<file path="src/rtl/si_tag_lane_arbiter_if.sv">
// Lane-side request bundle for si_tag_lane_arbiter: packed per-lane tag/wrap_count plus
// valid/ready. The lane sources drive the master modport; the arbiter uses the slave modport.
interface si_tag_lane_arbiter_if #(
    parameter int unsigned LANES = 4
) ();

    logic [32*LANES-1:0] s_tag;
    logic [32*LANES-1:0] s_wrap_count;
    logic [LANES-1:0]    s_valid;
    logic [LANES-1:0]    s_ready;

    modport master (
        output s_tag,
        output s_wrap_count,
        output s_valid,
        input  s_ready
    );

    modport slave (
        input  s_tag,
        input  s_wrap_count,
        input  s_valid,
        output s_ready
    );

endinterface

</file>
<file path="src/rtl/si_tag_lane_arbiter.sv">
// Round-robin arbiter that time-shares one tag converter between LANES tag streams and
// delay-matches the granted lane index so each converted tag leaves tagged with its source.
module si_tag_lane_arbiter #(
    parameter int unsigned LANES        = 4,
    parameter int unsigned LANE_W       = 2,
    parameter int unsigned CONV_LATENCY = 5
) (
    input  logic                  clk_i,
    input  logic                  rst_ni,
    input  logic                  enable_i,
    si_tag_lane_arbiter_if.slave  lane_if,
    output logic [31:0]           conv_tag_o,
    output logic [31:0]           conv_wrap_count_o,
    input  logic                  conv_valid_tag_i,
    output logic                  m_valid_o,
    output logic [LANE_W-1:0]     m_lane_o,
    output logic                  busy_o
);

    logic [31:0]       tag_lane  [LANES];
    logic [31:0]       wrap_lane [LANES];

    logic [LANE_W-1:0] ptr_q, ptr_d;
    logic              win_found;
    logic [LANE_W-1:0] win_idx;
    logic              xfer;

    logic [31:0]       conv_tag_q, conv_tag_d;
    logic [31:0]       conv_wrap_q, conv_wrap_d;

    logic [CONV_LATENCY-1:0] pipe_vld_q, pipe_vld_d;
    logic [LANE_W-1:0]       pipe_lane_q [CONV_LATENCY];
    logic [LANE_W-1:0]       pipe_lane_d [CONV_LATENCY];

    logic              out_vld_q, out_vld_d;
    logic [LANE_W-1:0] out_lane_q, out_lane_d;

    for (genvar g = 0; g < LANES; g++) begin : gen_unpack
        assign tag_lane[g]  = lane_if.s_tag[32*g +: 32];
        assign wrap_lane[g] = lane_if.s_wrap_count[32*g +: 32];
    end

    // First requesting lane at or after ptr, wrapping modulo LANES (not 2**LANE_W).
    always_comb begin
        int unsigned       cand;
        logic [LANE_W-1:0] cand_idx;
        win_found = 1'b0;
        win_idx   = '0;
        cand      = 0;
        cand_idx  = '0;
        for (int unsigned k = 0; k < LANES; k++) begin
            cand = 32'(ptr_q) + k;
            if (cand >= LANES) begin
                cand = cand - LANES;
            end
            cand_idx = LANE_W'(cand);
            if (!win_found && lane_if.s_valid[cand_idx]) begin
                win_found = 1'b1;
                win_idx   = cand_idx;
            end
        end
    end

    assign xfer = win_found & enable_i & rst_ni;

    always_comb begin
        lane_if.s_ready = '0;
        if (xfer) begin
            lane_if.s_ready[win_idx] = 1'b1;
        end
    end

    always_comb begin
        ptr_d = ptr_q;
        if (xfer) begin
            if (32'(win_idx) == LANES - 1) begin
                ptr_d = '0;
            end else begin
                ptr_d = win_idx + LANE_W'(1);
            end
        end
    end

    // Idle cycles feed tag 0 (event_type 00) so the converter emits nothing for the bubble.
    always_comb begin
        conv_tag_d  = '0;
        conv_wrap_d = conv_wrap_q;
        if (xfer) begin
            conv_tag_d  = tag_lane[win_idx];
            conv_wrap_d = wrap_lane[win_idx];
        end
    end

    always_comb begin
        pipe_vld_d  = '0;
        pipe_lane_d = '{default: '0};
        pipe_vld_d[0]  = xfer;
        pipe_lane_d[0] = xfer ? win_idx : '0;
        for (int unsigned s = 1; s < CONV_LATENCY; s++) begin
            pipe_vld_d[s]  = pipe_vld_q[s-1];
            pipe_lane_d[s] = pipe_lane_q[s-1];
        end
    end

    // The converter output appears one cycle after the last pipe stage, so one more
    // register lines the lane tag up with valid_tag; it is not counted in busy.
    always_comb begin
        out_vld_d  = pipe_vld_q[CONV_LATENCY-1];
        out_lane_d = pipe_lane_q[CONV_LATENCY-1];
    end

    always_ff @(posedge clk_i or negedge rst_ni) begin
        if (!rst_ni) begin
            ptr_q       <= '0;
            conv_tag_q  <= '0;
            conv_wrap_q <= '0;
            pipe_vld_q  <= '0;
            pipe_lane_q <= '{default: '0};
            out_vld_q   <= 1'b0;
            out_lane_q  <= '0;
        end else begin
            ptr_q       <= ptr_d;
            conv_tag_q  <= conv_tag_d;
            conv_wrap_q <= conv_wrap_d;
            pipe_vld_q  <= pipe_vld_d;
            pipe_lane_q <= pipe_lane_d;
            out_vld_q   <= out_vld_d;
            out_lane_q  <= out_lane_d;
        end
    end

    assign conv_tag_o        = conv_tag_q;
    assign conv_wrap_count_o = conv_wrap_q;
    assign m_valid_o         = out_vld_q & conv_valid_tag_i;
    assign m_lane_o          = out_lane_q;
    assign busy_o            = |pipe_vld_q;

endmodule
</file>
<file path="src/flat_wrapper.sv">
// flat-port wrapper written by rule: the top's interface ports become plain ports
module si_tag_lane_arbiter_flat 
#(
    parameter int unsigned LANES        = 4,
    parameter int unsigned LANE_W       = 2,
    parameter int unsigned CONV_LATENCY = 5
)
  (clk_i, rst_ni, enable_i, conv_tag_o, conv_wrap_count_o, conv_valid_tag_i, m_valid_o, m_lane_o, busy_o, lane_if_s_tag, lane_if_s_wrap_count, lane_if_s_valid, lane_if_s_ready);
  si_tag_lane_arbiter_if #(.LANES(LANES)) lane_if_i ();
  input  logic clk_i;
  input  logic rst_ni;
  input  logic enable_i;
  output logic [31:0] conv_tag_o;
  output logic [31:0] conv_wrap_count_o;
  input  logic conv_valid_tag_i;
  output logic m_valid_o;
  output logic [LANE_W-1:0] m_lane_o;
  output logic busy_o;
  input wire logic [$bits(lane_if_i.s_tag)-1:0] lane_if_s_tag;
  input wire logic [$bits(lane_if_i.s_wrap_count)-1:0] lane_if_s_wrap_count;
  input wire logic [$bits(lane_if_i.s_valid)-1:0] lane_if_s_valid;
  output wire logic [$bits(lane_if_i.s_ready)-1:0] lane_if_s_ready;
  assign lane_if_i.s_tag = lane_if_s_tag;
  assign lane_if_i.s_wrap_count = lane_if_s_wrap_count;
  assign lane_if_i.s_valid = lane_if_s_valid;
  assign lane_if_s_ready = lane_if_i.s_ready;
  si_tag_lane_arbiter #(.LANES(LANES), .LANE_W(LANE_W), .CONV_LATENCY(CONV_LATENCY)) u_core (.clk_i(clk_i), .rst_ni(rst_ni), .enable_i(enable_i), .lane_if(lane_if_i), .conv_tag_o(conv_tag_o), .conv_wrap_count_o(conv_wrap_count_o), .conv_valid_tag_i(conv_valid_tag_i), .m_valid_o(m_valid_o), .m_lane_o(m_lane_o), .busy_o(busy_o));
endmodule
</file>
<file path="config.mk">
export PLATFORM = sky130hd
export DESIGN_NAME = si_tag_lane_arbiter_flat
export DESIGN_NICKNAME = d
export VERILOG_FILES = /design/src/rtl/si_tag_lane_arbiter_if.sv /design/src/rtl/si_tag_lane_arbiter.sv /design/src/flat_wrapper.sv
export SDC_FILE = /design/constraint.sdc
export NUM_CORES = 1
export LEC_CHECK = 0
export CAP_MARGIN = 20
export CORE_MARGIN = 1.5
export CORE_UTILIZATION = 23
export CTS_BUF_LIST = sky130_fd_sc_hd__clkbuf_8 sky130_fd_sc_hd__clkbuf_16
export DETAILED_ROUTE_END_ITERATION = 8
export GPL_ROUTABILITY_DRIVEN = 0
export SYNTH_ARGS = -nofsm -noshare
export SYNTH_HDL_FRONTEND = slang
export SYNTH_SLANG_ARGS = --single-unit
</file>
<file path="constraint.sdc">
create_clock -name clk_i -period 4.9 [get_ports clk_i]
set_input_delay 0.98 -clock clk_i [delete_from_list [all_inputs] [get_ports clk_i]]
set_output_delay 0.98 -clock clk_i [all_outputs]
set_load 0.05 [all_outputs]
</file>
# Yosys cells after proc, flatten, opt, wreduce, memory -nomap -nowiden
# Cells that the tools add are included.
[word_totals]
latchBits = 0
rom_bits = 0
word_cells = 75
ram_bits = 0
memories = 0
ff_bits = 84
[classes]
multipliers = 0
n_addsub = 8
reduce_logical = 8
magnitude_cmp = 11
div = 0
mux = 32
n_eq_ne = 1
shift = 0
bitwise = 4
[op_table]
columns = ["op", "n"]
rows = [
  ["two-way mux 32 bit", 5],
  ["binary-select mux 32 bit (select 2 bit)", 2],
  ["two-way mux 2 bit", 10],
  ["< comparator 2 x 3 -> 1 bit (second input constant)", 5],
  ["greater-or-equal comparator 3 bit (second input constant)", 4],
  ["two-way mux 1 bit", 9],
  ["binary-select mux 1 bit (select 2 bit)", 4],
  ["subtractor 2 x 1 -> 2 bit (second input constant)", 4],
  ["adder 2 x 2 -> 3 bit (second input constant)", 2],
  ["OR reduction 5 bit", 1],
  ["logical AND 1 bit", 4],
  ["two-way mux 4 bit", 1],
  ["adder 2 x 1 -> 3 bit (second input constant)", 1],
  ["bitwise AND 1 bit", 3],
  ["greater-or-equal comparator 2 x 3 -> 1 bit (second input constant)", 1],
  ["logical NOT 1 bit", 3],
  ["NOT 2 -> 3 bit", 1],
  ["adder 2 x 1 -> 2 bit (second input constant)", 1],
  ["demux 1 bit (select 2 bit)", 1],
  ["equality test 2 bit (second input constant)", 1],
  ["greater-or-equal comparator 2 x 1 -> 1 bit (second input constant)", 1],
]

# Logic depth before layout (Yosys ltp)
[logic_depth]
depth_word = 19
ltp_mapped = 9
mapped_depth_nobuf = 6

# Least setup slack after synthesis
# No wires, ideal clock.
[synth_path]
kind = "in2out"
from = "in lane_if_s_valid[0]"
to = "out lane_if_s_ready[3]"
setup_slack_ns = 1.458
t_arrival_ns = 2.462
stages = 8
required_ns = 3.920
cell_sequence = "a21o_1 > a21boi_1 > o22a_1 > buf_2 > buf_6 > buf_6 > ha_1 > and2_1"
[synth_between]
elab_chain_len = 17
word_cells_on_any_way = 30
cone_classes = "2 x order compare; 19 x mux; 2 x bitwise; 7 x reduce/logical"
[synth_rtl]
columns = ["item", "line", "rtl"]
rows = [
  ["from (decl)", "flat_wrapper.sv:21", "input wire logic [$bits(lane_if_i.s_valid)-1:0] lane_if_s_valid;"],
  ["binary-select mux 1 bit (select 2 bit)", "si_tag_lane_arbiter.sv:57", "if (!win_found && lane_if.s_valid[cand_idx]) begin"],
  ["two-way mux 1 bit (implied by the code)", "si_tag_lane_arbiter.sv:57", ""],
  ["two-way mux 1 bit", "si_tag_lane_arbiter.sv:57", ""],
  ["logical NOT 1 bit", "si_tag_lane_arbiter.sv:57", ""],
  ["logical AND 1 bit", "si_tag_lane_arbiter.sv:57", ""],
  ["two-way mux 1 bit", "si_tag_lane_arbiter.sv:57", ""],
  ["logical NOT 1 bit", "si_tag_lane_arbiter.sv:57", ""],
  ["logical AND 1 bit", "si_tag_lane_arbiter.sv:57", ""],
  ["two-way mux 1 bit", "si_tag_lane_arbiter.sv:57", ""],
  ["logical NOT 1 bit", "si_tag_lane_arbiter.sv:57", ""],
  ["logical AND 1 bit", "si_tag_lane_arbiter.sv:57", ""],
  ["two-way mux 2 bit", "si_tag_lane_arbiter.sv:57", ""],
  ["< comparator 2 x 3 -> 1 bit (implied by the code) / greater-or-equal comparator 2 x 1 -> 1 bit (equally long branches)", "si_tag_lane_arbiter.sv:69", "lane_if.s_ready[win_idx] = 1'b1;"],
  ["logical AND 1 bit (implied by the code)", "si_tag_lane_arbiter.sv:69", ""],
  ["two-way mux 1 bit (implied by the code)", "si_tag_lane_arbiter.sv:69", ""],
  ["demux 1 bit (select 2 bit)", "n/a", ""],
  ["two-way mux 4 bit *", "si_tag_lane_arbiter.sv:68", "if (xfer) begin"],
  ["to (decl)", "flat_wrapper.sv:22", "output wire logic [$bits(lane_if_i.s_ready)-1:0] lane_if_s_ready;"],
]
# Every way passes the cells marked *; elsewhere a longest branch is shown, timed or not. The select of a mux whose other input is x is not followed.

# Final worst setup path
[layout_path]
from = "in lane_if_s_valid[3]"
to = "out lane_if_s_ready[0]"
# The elaborated chain is that of the path after synthesis.

==> flow_summary.ini <==
[power_and_ir_drop]
p_leak_nw = 3.56
power.share.clock_pct = 18.4
p_int_mw = 2.12
ir_drop_uv = 375
powerDensity_nw_per_um2 = 446
total_power_mw = 3.76
pwr-share-comb_pct = 55.8
switching_share_pct = 43.6
seqPwrFrac_pct = 25.8
switchingPower_mw = 1.64

[hold_path]
worstHoldStart = u_core.pipe_lane_d[7]
hold_path_class = flip-flop to flip-flop
hold_depth = 0
whs_endpoint = u_core.pipe_lane_d[5]

[clocking]
clock_latency_ns = 0.34
cts.sinks = 84
post_cts_buffers = 0
cts.clk_slew.worst_paths_ns = 0.07
cts_tree = done
cts_buffers = 9
cts-resized-gates = 0
cts_hold_buffers = 0
ctsHtreeMaxLevel = 3
cts-root-buf = clkbuf_16
cts_buffer_depth = 2

[route]
avgViaCountPerCell = 4.63
drtAntennaViolNets = 0
vias = 4642
drtIter0Drc = 202
drc = 0
firstDrtPassIters = 4
wl_per_cell_um = 18.4
wirelength_mm = 18.4

[synthesis]
syn_area_per_cell_um2 = 11.0
synth_flop_cell = dfrtp_1
ys_seq_area_share_pct = 46.0
syn_nets = 685
synthDistinctLibCells = 31
async_reset_ff_share_pct = 100
ys_ff_latch = 84
syn-cell-area_um2 = 4570
synth_edf_count = 0
syn_inst = 417
synth_warnings = 0

[timing]
finalHoldViolations = 0
rsz0062_at_grt = no
fin_crit_sh_pct = 83.6
setup_violations = 0
relSlewSlack_pct = 43.2
tns_ns = 0
finalMaxSlewViolations = 0
finalClockSkew_ns = 0.00847
worst_slew_pin_slew_ns = 0.852
finalCriticalPeriod_ns = 4.10
fmax_ghz = 0.244

[global_route]
antenna_found_initial = 0
grt_pass1_wl_mm = 26.7
overflow = 0
grt_pass1_vias = 4832
grt_use_total_pct = 17.1
grt_max_degree = 57

[placement]
dp_hpwl_mm = 14.0
placement.io_buffers = 335
place_area_um2 = 8130

[die]
die_h_um = 144
rows = 51
chipWidth_um = 144
die_area_um2 = 20700
core_um2 = 19500
initial_utilization_pct = 23.5
ioPinCount = 336

[setup_path]
cp_top_family = buffers and inverters
crit_path_start = lane_if_s_valid[3]
crit_required_ns = 3.92
max_stage_delay_ns = 0.52
crit_top_cell = buf_4
r2r_setup_slack_ns = 2.32
crit_type = input pin to primary output
path_cells = clkdlybuf4s50_1, or2_4, o2111ai_2, buf_4, nand2_2, inv_2, ha_1, and2_1, buf_4
cp_max_fo = 33
worstPathArrival_ns = 3.12
startpoint_type = input pin
cp-end-kind = primary output
cp_slowest_cell = clkdlybuf4s50_1
reg2reg_to = u_core.conv_tag_o[14]
worst_r2r_path_depth = 9
r2r-start = u_core.ptr_q[0]
worst-path-buf-inv = 4

[finish]
n_antenna_cell = 0
drive_gt1_share_pct = 5.29
fill_cells = 1862
final_cell_area_um2 = 8430
final_nets = 1001
utilization_pct = 43.3
syn2layout_area_growth_pct = 84.5

[run_status]
status = finished clean

[run]
max_cap_viol_count = 0
-- layer usage --
| metal | vias up | wire [um] | GRT usage (%) | part of all wire [%] |
|---|---|---|---|---|
| met4 | 0 | 340 | 5.75 | 1.8 |
| met3 | 24 | 882 | 3.47 | 4.8 |
| met5 | - | 0 | 0 | 0 |
| met1 | 2233 | 7520 | 20.7 | 41 |
| met2 | 155 | 9650 | 30.0 | 52 |
| li1 | 2230 | - | - | - |
-- kinds of logic after synthesis --
logic type | share of synthesized area (%)
buf+inv | 5.56
compound gates | 19.4
mux | 21.0
fa+ha+maj | 1.10
simple gates | 6.87
flops | 46.0
-- synth_stat cells, types with 2 or more instances --
master    number  area (um2)
o21ai_0       12        60.1
and3_1        32         200
dfrtp_1       84        2100
inv_1          4        15.0
o22ai_1       64         400
clkbuf_1      15        56.3
a211oi_1      32         240
nand2_2        2        12.5
buf_2          8        40.0
buf_4          9        67.6
buf_1          3        11.3
nand2b_1       3        18.8
and2_1         5        31.3
ha_1           4        50.1
inv_2          2        7.51
o21ai_1       20         100
buf_6          5        56.3
mux2i_1       96         961
nand2_1        5        18.8
-- through the flow --
| step | hold slack, ns | instances | setup slack, ns |
|---|---|---|---|
| after floorplan | 0.331 | 417 | 1.46 |
| after global placement | 0.331 | 987 | 0.903 |
| after detailed placement | 0.335 | 987 | 0.823 |
| after CTS | 0.349 | 1002 | 0.809 |
| after global routing | 0.358 | 1002 | 0.687 |
| final | 0.346 | 1002 | 0.804 |
-- how the worst max path moves through the flow --
| stage | endpoint | cells after the start | slack (ns) |
|---|---|---|---|
| floorplan | lane_if_s_ready[3] | 8 | 1.46 |
| global route | lane_if_s_ready[0] | 9 | 0.69 |
| global placement | lane_if_s_ready[0] | 9 | 0.90 |
| finish | lane_if_s_ready[0] | 9 | 0.80 |
| detailed placement | lane_if_s_ready[0] | 9 | 0.82 |
| CTS | lane_if_s_ready[0] | 9 | 0.81 |
-- flip-flops by register name, summed over array words and instances, names as in the netlist --
name,count
u_core.conv_tag_o,32
u_core.pipe_lane_d,8
u_core.m_lane_o,2
u_core.conv_wrap_count_o,32
u_core.pipe_vld_q,5
u_core.out_vld_q,1
u_core.out_lane_d,2
u_core.ptr_q,2
-- cell usage in the layout (no fill, tap or decap), types with 9 or more instances in the layout --
master	n
clkdlybuf4s50_1	330
o22ai_1	64
a211oi_1	32
o21ai_1	20
mux2i_1	96
and3_1	32
buf_4	13
clkbuf_16	9
dfrtp_1	84
o21ai_0	12
-- final cells by class --
cell class                      count  area, um2  share of cell area [%]
Timing Repair Buffer              345       3440                    40.8
Multi-Input combinational cell    287       2230                    26.5
Sequential cell                    84       2100                    24.9
Tap cell                          265        332                    3.93
Clock buffer                        9        225                    2.67
Clock inverter                      6       73.8                   0.876
Inverter                            6       22.5                   0.267
-- power groups by stage --
stage	clock [mW]	combinational, mW	sequential [mW]
final	0.692	2.10	0.969
after global routing	0.750	2.22	0.990
after CTS	0.722	2.12	0.968
after detailed placement	0	2.11	0.977
after global placement	0	2.09	0.971
after floorplan	0	0.794	1.53
Power figures use the tool's default switching activity.
